==> src/rtl/rgb_seq_pkg.sv <==
// Shared encodings for the RGB fade sequencer: FSM states, cfg_data layout and defaults.
package rgb_seq_pkg;

  localparam logic [1:0] StIdle = 2'd0;
  localparam logic [1:0] StFade = 2'd1;
  localparam logic [1:0] StHold = 2'd2;

  // Field positions inside a table entry, counted in PWM_BITS-wide slots (red in the MSBs).
  localparam int unsigned RED_LSB  = 3;
  localparam int unsigned GRN_LSB  = 2;
  localparam int unsigned BLU_LSB  = 1;
  localparam int unsigned HOLD_LSB = 0;

  localparam int unsigned TICK_DIV_DEFAULT = 12000;

  // Slot of colour channel 0=red, 1=green, 2=blue.
  function automatic int unsigned chan_lsb(input int unsigned chan);
    case (chan)
      0:       return RED_LSB;
      1:       return GRN_LSB;
      default: return BLU_LSB;
    endcase
  endfunction

endpackage

==> src/rtl/rgb_fade_sequencer_if.sv <==
// Colour-table configuration bus of the fade sequencer.
interface rgb_fade_sequencer_if #(
  parameter int unsigned PWM_BITS = 8,
  parameter int unsigned STEPS    = 4
);

  logic                        cfg_we;
  logic [$clog2(STEPS)-1:0]    cfg_addr;
  logic [4*PWM_BITS-1:0]       cfg_data;

  modport master (output cfg_we, output cfg_addr, output cfg_data);
  modport slave  (input  cfg_we, input  cfg_addr, input  cfg_data);

endinterface

==> src/rtl/rgb_pwm_channel.sv <==
// One PWM channel: duty shadow reloaded only at the counter wrap, plus registered comparator.
module rgb_pwm_channel #(
  parameter int unsigned PWM_BITS = 8
) (
  input  logic                hw_clk,
  input  logic                rst,
  input  logic [PWM_BITS-1:0] pwm_cnt,
  input  logic                wrap,
  input  logic [PWM_BITS-1:0] duty,
  output logic                pwm
);

  logic [PWM_BITS-1:0] shadow_q;
  logic                pwm_q;

  always_ff @(posedge hw_clk) begin
    if (rst) begin
      shadow_q <= '0;
      pwm_q    <= 1'b0;
    end else begin
      if (wrap) begin
        shadow_q <= duty;
      end
      pwm_q <= (pwm_cnt < shadow_q);
    end
  end

  assign pwm = pwm_q;

endmodule

==> src/rtl/rgb_fade_sequencer.sv <==
// Colour-table driven RGB fader feeding SB_RGBA_DRV: linear fade to each step, hold, advance.
module rgb_fade_sequencer
  import rgb_seq_pkg::*;
#(
  parameter int unsigned PWM_BITS = 8,
  parameter int unsigned STEPS    = 4,
  parameter int unsigned TICK_DIV = TICK_DIV_DEFAULT
) (
  input  logic                     hw_clk,
  input  logic                     rst,
  input  logic                     enable,
  rgb_fade_sequencer_if.slave      cfg,
  output logic                     pwm_red,
  output logic                     pwm_green,
  output logic                     pwm_blue,
  output logic                     led_en,
  output logic [$clog2(STEPS)-1:0] step_idx,
  output logic                     busy
);

  localparam int unsigned AddrW  = $clog2(STEPS);
  localparam int unsigned EntryW = 4 * PWM_BITS;
  localparam int unsigned PrescW = (TICK_DIV > 1) ? $clog2(TICK_DIV) : 1;

  typedef logic [PWM_BITS-1:0] duty_t;

  logic [EntryW-1:0] tbl_q [STEPS];
  logic [EntryW-1:0] tgt_q, tgt_d;
  duty_t             cur_q [3];
  duty_t             cur_d [3];
  duty_t             hold_q, hold_d;
  logic [1:0]        state_q, state_d;
  logic [AddrW-1:0]  step_q, step_d;
  logic [PrescW-1:0] presc_q;
  duty_t             pwm_cnt_q;
  logic              busy_q;
  logic              tick;
  logic              wrap;
  logic              at_target;

  function automatic duty_t entry_field(input logic [EntryW-1:0] entry, input int unsigned slot);
    return entry[slot*PWM_BITS +: PWM_BITS];
  endfunction

  // Unsigned compare then +/-1, so a channel can never overshoot or wrap.
  function automatic duty_t step_toward(input duty_t cur, input duty_t tgt);
    if (cur < tgt) return cur + duty_t'(1);
    if (cur > tgt) return cur - duty_t'(1);
    return cur;
  endfunction

  assign tick = (state_q != StIdle) && (presc_q == PrescW'(TICK_DIV - 1));
  assign wrap = &pwm_cnt_q;

  always_comb begin
    at_target = 1'b1;
    for (int unsigned c = 0; c < 3; c++) begin
      if (cur_q[c] != entry_field(tgt_q, chan_lsb(c))) begin
        at_target = 1'b0;
      end
    end
  end

  always_comb begin
    state_d = state_q;
    step_d  = step_q;
    tgt_d   = tgt_q;
    hold_d  = hold_q;
    for (int unsigned c = 0; c < 3; c++) begin
      cur_d[c] = cur_q[c];
    end

    if (!enable) begin
      state_d = StIdle;
      step_d  = '0;
      hold_d  = '0;
      for (int unsigned c = 0; c < 3; c++) begin
        cur_d[c] = '0;
      end
    end else begin
      unique case (state_q)
        StIdle: begin
          tgt_d   = tbl_q[0];
          state_d = StFade;
        end
        StFade: begin
          if (at_target) begin
            state_d = StHold;
            hold_d  = entry_field(tgt_q, HOLD_LSB);
          end else if (tick) begin
            for (int unsigned c = 0; c < 3; c++) begin
              cur_d[c] = step_toward(cur_q[c], entry_field(tgt_q, chan_lsb(c)));
            end
          end
        end
        StHold: begin
          if (tick) begin
            if (hold_q == '0) begin
              step_d  = step_q + AddrW'(1);
              // Reads the pre-write table, so a same-edge cfg write lands next lap.
              tgt_d   = tbl_q[step_q + AddrW'(1)];
              state_d = StFade;
            end else begin
              hold_d = hold_q - duty_t'(1);
            end
          end
        end
        default: state_d = StIdle;
      endcase
    end
  end

  always_ff @(posedge hw_clk) begin
    if (rst) begin
      for (int i = 0; i < STEPS; i++) begin
        tbl_q[i] <= '0;
      end
      for (int unsigned c = 0; c < 3; c++) begin
        cur_q[c] <= '0;
      end
      tgt_q     <= '0;
      hold_q    <= '0;
      state_q   <= StIdle;
      step_q    <= '0;
      presc_q   <= '0;
      pwm_cnt_q <= '0;
      busy_q    <= 1'b0;
    end else begin
      if (cfg.cfg_we) begin
        tbl_q[cfg.cfg_addr] <= cfg.cfg_data;
      end
      for (int unsigned c = 0; c < 3; c++) begin
        cur_q[c] <= cur_d[c];
      end
      tgt_q     <= tgt_d;
      hold_q    <= hold_d;
      state_q   <= state_d;
      step_q    <= step_d;
      pwm_cnt_q <= pwm_cnt_q + duty_t'(1);
      busy_q    <= (state_d != StIdle);
      if ((state_q == StIdle) || !enable || tick) begin
        presc_q <= '0;
      end else begin
        presc_q <= presc_q + PrescW'(1);
      end
    end
  end

  rgb_pwm_channel #(.PWM_BITS(PWM_BITS)) u_pwm_red (
    .hw_clk  (hw_clk),
    .rst     (rst),
    .pwm_cnt (pwm_cnt_q),
    .wrap    (wrap),
    .duty    (cur_q[0]),
    .pwm     (pwm_red)
  );

  rgb_pwm_channel #(.PWM_BITS(PWM_BITS)) u_pwm_green (
    .hw_clk  (hw_clk),
    .rst     (rst),
    .pwm_cnt (pwm_cnt_q),
    .wrap    (wrap),
    .duty    (cur_q[1]),
    .pwm     (pwm_green)
  );

  rgb_pwm_channel #(.PWM_BITS(PWM_BITS)) u_pwm_blue (
    .hw_clk  (hw_clk),
    .rst     (rst),
    .pwm_cnt (pwm_cnt_q),
    .wrap    (wrap),
    .duty    (cur_q[2]),
    .pwm     (pwm_blue)
  );

  assign led_en   = busy_q;
  assign busy     = busy_q;
  assign step_idx = step_q;

endmodule
==> src/flat_wrapper.sv <==
// flat-port wrapper written by rule: the top's interface ports become plain ports
module rgb_fade_sequencer_flat import rgb_seq_pkg::*;
#(
  parameter int unsigned PWM_BITS = 8,
  parameter int unsigned STEPS    = 4,
  parameter int unsigned TICK_DIV = TICK_DIV_DEFAULT
)
  (hw_clk, rst, enable, pwm_red, pwm_green, pwm_blue, led_en, step_idx, busy, cfg_cfg_we, cfg_cfg_addr, cfg_cfg_data);
  rgb_fade_sequencer_if #(.PWM_BITS(PWM_BITS), .STEPS(STEPS)) cfg_i ();
  input  logic hw_clk;
  input  logic rst;
  input  logic enable;
  output logic pwm_red;
  output logic pwm_green;
  output logic pwm_blue;
  output logic led_en;
  output logic [$clog2(STEPS)-1:0] step_idx;
  output logic busy;
  input wire logic [$bits(cfg_i.cfg_we)-1:0] cfg_cfg_we;
  input wire logic [$bits(cfg_i.cfg_addr)-1:0] cfg_cfg_addr;
  input wire logic [$bits(cfg_i.cfg_data)-1:0] cfg_cfg_data;
  assign cfg_i.cfg_we = cfg_cfg_we;
  assign cfg_i.cfg_addr = cfg_cfg_addr;
  assign cfg_i.cfg_data = cfg_cfg_data;
  rgb_fade_sequencer #(.PWM_BITS(PWM_BITS), .STEPS(STEPS), .TICK_DIV(TICK_DIV)) u_core (.hw_clk(hw_clk), .rst(rst), .enable(enable), .cfg(cfg_i), .pwm_red(pwm_red), .pwm_green(pwm_green), .pwm_blue(pwm_blue), .led_en(led_en), .step_idx(step_idx), .busy(busy));
endmodule
==> config.mk <==
export PLATFORM = sky130hd
export DESIGN_NAME = rgb_fade_sequencer_flat
export DESIGN_NICKNAME = d
export VERILOG_FILES = /design/src/rtl/rgb_seq_pkg.sv /design/src/rtl/rgb_fade_sequencer_if.sv /design/src/rtl/rgb_pwm_channel.sv /design/src/rtl/rgb_fade_sequencer.sv /design/src/flat_wrapper.sv
export SDC_FILE = /design/constraint.sdc
export NUM_CORES = 1
export LEC_CHECK = 0
export BUFFER_PORTS_ARGS = -buffer_cell sky130_fd_sc_hd__buf_2
export CELL_PAD_IN_SITES_DETAIL_PLACEMENT = 0
export CELL_PAD_IN_SITES_GLOBAL_PLACEMENT = 1
export CORE_ASPECT_RATIO = 1.25
export CORE_MARGIN = 1
export CORE_UTILIZATION = 40
export DETAILED_ROUTE_END_ITERATION = 7
export PLACE_DENSITY_LB_ADDON = 0.25
export SETUP_SLACK_MARGIN = 0.02
export SLEW_MARGIN = 20
export SYNTH_ARGS = -nofsm -noshare
export SYNTH_HDL_FRONTEND = slang
export SYNTH_SLANG_ARGS = --single-unit
==> constraint.sdc <==
create_clock -name hw_clk -period 3.8 [get_ports hw_clk]
set_clock_uncertainty 0.2 [all_clocks]
set_input_delay 0.57 -clock hw_clk [delete_from_list [all_inputs] [get_ports hw_clk]]
set_output_delay 0.57 -clock hw_clk [all_outputs]
set_load 0.05 [all_outputs]
Word-level counts from Yosys, hierarchy flattened
Memory sizes are Yosys's and may differ from the RTL's.
Index checks and enable logic that the tools add are counted.

storage, ports and cells
  RAM bits = 152
  memories kept = 2
  word-level logic and storage cells = 156
  bits in registers = 94
  output and inout bits = 7

cells by class
  order comparisons = 9
  muxes and demuxes = 88
  shift-type cells = 3
  bitwise gates (word level) = 4
  equal/unequal tests = 10
  reductions and logical operators = 17
  add/subtract/negate cells = 10

memory list
  name          depth  width  read ports  clocked after Yosys merged registers in  wr ports  RTL line                  text
  u_core.tbl_q  4      32     2           0                                        4         rgb_fade_sequencer.sv:27  logic [EntryW-1:0] tbl_q [STEPS];
  u_core.cur_q  3      8      3           0                                        3         rgb_fade_sequencer.sv:29  duty_t cur_q [3];

operator list
  cell                                                    number
  two-way mux 29 bit                                      12
  two-way mux 8 bit                                       18
  indexed part select 32 x 33 -> 8 bit                    3
  two-way mux 24 bit                                      4
  two-way mux 32 bit                                      3
  case mux 32 bit (2 select lines)                        1
  < comparator 8 bit                                      6
  two-way mux 1 bit                                       43
  adder 8 x 1 -> 8 bit (second input constant)            4
  OR reduction 32 bit                                     1
  subtractor 8 x 1 -> 8 bit (second input constant)       4
  > comparator 8 bit                                      3
  inequality test 8 bit                                   3
  case mux 8 bit (2 select lines)                         1
  adder 14 x 1 -> 14 bit (second input constant)          1
  equality test 14 bit (second input constant)            1
  two-way mux 2 bit                                       5
  logical NOT 8 bit                                       1
  AND reduction 4 bit                                     2
  AND reduction 8 bit                                     1
  nonzero test 2 bit                                      4
  inequality test 2 x 1 -> 1 bit (second input constant)  3
  case mux 2 bit (3 select lines)                         1
  OR reduction 2 bit                                      2
  other kinds (11)                                        14

Logic depth before layout (Yosys ltp)
An unclocked memory read counts as a cell.

  depth after elaboration = 27
  gate-level depth with buffers = 14
  gate-level depth less buffers = 14

Hierarchy
A second synthesis with hierarchy kept.

unflattened totals
  cells, all modules = 1200
  area total of the unflattened synthesis = 12446.9 µm²

modules (own cells, without submodules)
  module              instances  area an instance (µm²)  cells each
  rgb_fade_sequencer  1          11005.6                 1044
  rgb_pwm_channel     3          480.5                   52

Worst setup path before layout
OpenSTA, ideal clock, no wires.

  kind = register to register
  from = register u_core.tgt_q[18]
  to = memory u_core.cur_q[0][15] in the netlist's numbering
  required time = 3528 ps
  stages on the path, launching flop included = 14
  library setup time = 72 ps
  period minus slack after synthesis = 3216 ps
  data arrival time = 2944 ps
  slack = 584 ps
  path buffers = 0
  cells stage by stage = dfxtp_1 -> inv_1 -> ha_1 -> o21ai_0 -> a21oi_1 -> o31ai_1 -> nand2_1 -> ha_1 -> a21oi_1 -> o211ai_1 -> o41ai_1 -> a21bo_2 -> a211oi_1 -> mux2i_1

RTL lines
  element                 RTL line                   text
  start, declared         rgb_fade_sequencer.sv:28   logic [EntryW-1:0] tgt_q, tgt_d;
  start signal, assigned  rgb_fade_sequencer.sv:135  tgt_q <= tgt_d;
  end, declared           rgb_fade_sequencer.sv:29

==> flow_summary.ini <==
[run_status]
status = finished clean

[pwr]
p_int_uw = 4560
powerDensity_mw_per_mm2 = 431
p_comb_frac = 0.081
power.switching_uw = 1400
vdd_drop_max_mv = 0.322
p_seq_frac = 0.501
switching_share = 0.235
leakagePower_uw = 0.00488
power_frac_clock = 0.418

[min_path]
hold_class = in2reg
hp-start = cfg_cfg_data[23]

[cells_and_area]
finalInstanceArea_sq_mm = 0.0138
fin_cells = 1673
drive_above_1_share = 0.119
diodes = 0
area_delta_synth_final_pct = 12.0
fin_nets = 1360

[setup_path]
reg2reg_slack_ns = 0.37
rr_worst_depth = 13
worstReg2RegEnd = u_core.cur_q[0][15]
end_kind = register
crit_path_start_kind = register
required_ns = 4.06
crit_type = reg2reg
crit_start = u_core.tgt_q[18]
endpoint = u_core.cur_q[0][15]
cp.arrival_ns = 3.68
cp_max_fo = 7
reg2reg_from = u_core.tgt_q[18]

[detailed_routing]
wire_per_inst_um = 16.3
ant_nets = 0
routed_wl_mm = 27.3
drt-initial-drc-count = 328
drt_first_pass_iters = 5
vias = 8573
drc_errors = 0
viasPerCell = 5.12

[timing]
period_share = 0.902
finalHoldViolations = 0
worstMarginPinSlew_ns = 0.953
setup_viol = 0
final_max_slew_viol_count = 0
layout_setup_ws_ns = 0.372
period_needed_ns = 3.43
finalSetupTns_ns = 0
fmax_ghz = 0.292
slew_headroom = 0.365
rsz0062_at_grt = false

[clock_tree]
clock_latency_ns = 0.53
cts.path.max_buffers = 3
cts-root-buf = clkbuf_16
clock-sinks = 246
cts-buffers-inserted = 27
cts_tree = built
cts.htree.levels = 1
clk_pin_slew_worst_paths_ns = 0.06
cts_hold_buf = 0

[placed_design]
dp.cells = 1625
placed_cell_area_sq_mm = 0.0130
hpwl_mm = 17.3
place.gp.congestion = 0.813
io_buffers = 44
post-place-ws_ns = 0.341

[yosys]
synth_flop_cell = edfxtp_1
syn-cell-area_sq_mm = 0.0123
postSynthCellCount = 1223
yosys_register_bits = 246
synth.net_count = 1330
postSynthAreaPerCell_sq_um = 10.1
yosysTopAreaCell = edfxtp_1
synth_seq_area_share = 0.503
yosys.area.top_type_share = 0.312
synth_area_leaders = edfxtp_1, dfxtp_1, ha_1, and2_1, nand2_1
synth-edff-count = 128
post_synth_num_cell_types = 56
synthArstFlopShare = 0
ys.warnings.count = 0

[floorplanning]
die_w_um = 159
ios = 45
dieHeight_um = 198
start_util = 0.408
coreArea_sq_mm = 0.0302
row_count = 71
die_area_sq_mm = 0.0315

[global_route]
busiest_layer = met2
grtUsageTotal = 0.174
grtUsageMet3 = 0.0258
grt_pass1_vias = 8482
met1_usage = 0.222
grt_pass1_wl_mm = 44.4
overflow = 0
antenna_found_initial = 0
grt_util_met2 = 0.311
grt_start_max_net_pins = 68

[job]
maxCapViolCount = 0
==> registers in the layout, summed over array words and instances, names as in the netlist <==
name / cells
u_core.tbl_q: 128
u_core.tgt_q: 32
u_core.cur_q: 24
u_core.presc_q: 14
u_core.hold_q: 8
u_core.pwm_cnt_q: 8
u_core.u_pwm_blue.shadow_q: 8
u_core.u_pwm_green.shadow_q: 8
u_core.u_pwm_red.shadow_q: 8
u_core.state_q: 2
u_core.step_idx: 2
u_core.busy: 1
u_core.u_pwm_blue.pwm: 1
u_core.u_pwm_green.pwm: 1
u_core.u_pwm_red.pwm: 1
==> logic make-up after synthesis <==
group,share of synthesized area
multiplexers,0.0292
AO/OA/AOI/OAI,0.153
buffers and inverters,0.0391
flip-flops,0.503
XOR/XNOR,0.0170
adder cells (fa/ha/maj),0.0718
AND/OR/NAND/NOR,0.187
==> how the worst min path moves through the flow <==
stage / slack, ns / endpoint / depth (start not counted)
floorplan: 0.23 / u_core.presc_q[0] / 1
global placement: 0.24 / u_core.u_pwm_green.shadow_q[6] / 2
detailed placement: 0.25 / u_core.u_pwm_green.shadow_q[6] / 2
CTS: 0.12 / u_core.tbl_q[2][23] / 2
global route: 0.14 / u_core.tbl_q[3][23] / 2
finish: 0.15 / u_core.tbl_q[2][23] / 2
==> power by group through the flow <==
| stage | combinational (uW) | sequential (uW) | clock, uW |
|---|---|---|---|
| 4_1_cts | 486 | 2990 | 2550 |
| 3_5_place_dp | 482 | 3040 | 0 |
| 6_report | 480 | 2990 | 2490 |
| 3_3_place_gp | 479 | 3040 | 0 |
| 5_1_grt | 542 | 3000 | 2660 |
| 2_1_floorplan | 335 | 3040 | 0 |
==> cell usage in the layout, fill, tap and decap left out, types with 9 or more instances in the layout <==
cell type    n
edfxtp_1   128
clkbuf_16   27
ha_1        66
o21a_1      10
mux2i_1     36
and2_1     128
o211ai_1    11
nand3_1     33
or3_1       11
a22oi_1     32
nor2_1      81
a21oi_1     71
buf_2       44
a211oi_2    28
xor2_1      13
nand2b_1    12
nor3_1      14
a21o_1       9
buf_4       18
nand2_1    116
a211oi_1    10
inv_1       61
o21ai_0     71
dfxtp_1    117
xnor2_1     11
nor2b_1     11
==> cell type report <==
cell class | count | area (sq um)
flip-flops and latches | 246 | 6210
repair buffers | 63 | 375
inverters | 61 | 229
clock buffers | 34 | 702
clock inverters | 14 | 124
well taps | 401 | 502
fillers | 2937 | 16400
multi-input cells | 854 | 5670
==> synth_stat cells, types with 5 or more instances <==
master,number
a21o_1,9
xnor2_1,11
a211oi_1,10
xor2_1,13
nand3_1,33
a21oi_1,71
clkbuf_1,48
nor3_1,15
o21a_1,10
ha_1,66
o21ai_0,71
a211oi_2,28
or3_1,11
o211ai_1,11
or2_2,6
dfxtp_1,118
o41ai_1,5
inv_1,61
buf_1,6
a22oi_1,32
o21bai_1,9
and2_1,128
and3_1,6
or4_1,5
nand4_1,7
nor2_1,81
nor2b_1,13
mux2i_1,36
edfxtp_1,128
nand2b_1,12
nand2_1,117
==> per-layer routing <==
metal  part of all wire  vias to the layer above
li1                   -                     4391
met3              0.032                       41
met1               0.47                     4031
met4              0.017                        0
met2               0.48                      110
met5                  0                        -
==> critical path: stages (launching register included) <==
cell	delay, ns
dfxtp_1	0.32
inv_1	0.04
ha_1	0.29
o21ai_0	0.16
a21oi_1	0.06
o31ai_1	0.31
nand2_2	0.19
ha_1	0.32
a21oi_1	0.20
o211ai_1	0.17
o41ai_1	0.32
a21bo_2	0.27
a211oi_1	0.28
mux2i_1	0.23
==> what timing repair did <==
item                                    in CTS  in global routing
endpoints found under the setup margin       0                  1
gates resized for setup                      0                  1
setup buffers                                0                  0
==> per-stage QoR <==
stage	total power [uW]	util	hold WS, ns
after global placement	3520	0.430	0.245
after detailed placement	3530	0.430	0.248
after CTS	6030	0.457	0.124
after global routing	6210	0.457	0.140
final	5960	0.457	0.145
after floorplan	3380	-	0.230
(Power assumes the default switching activity.)
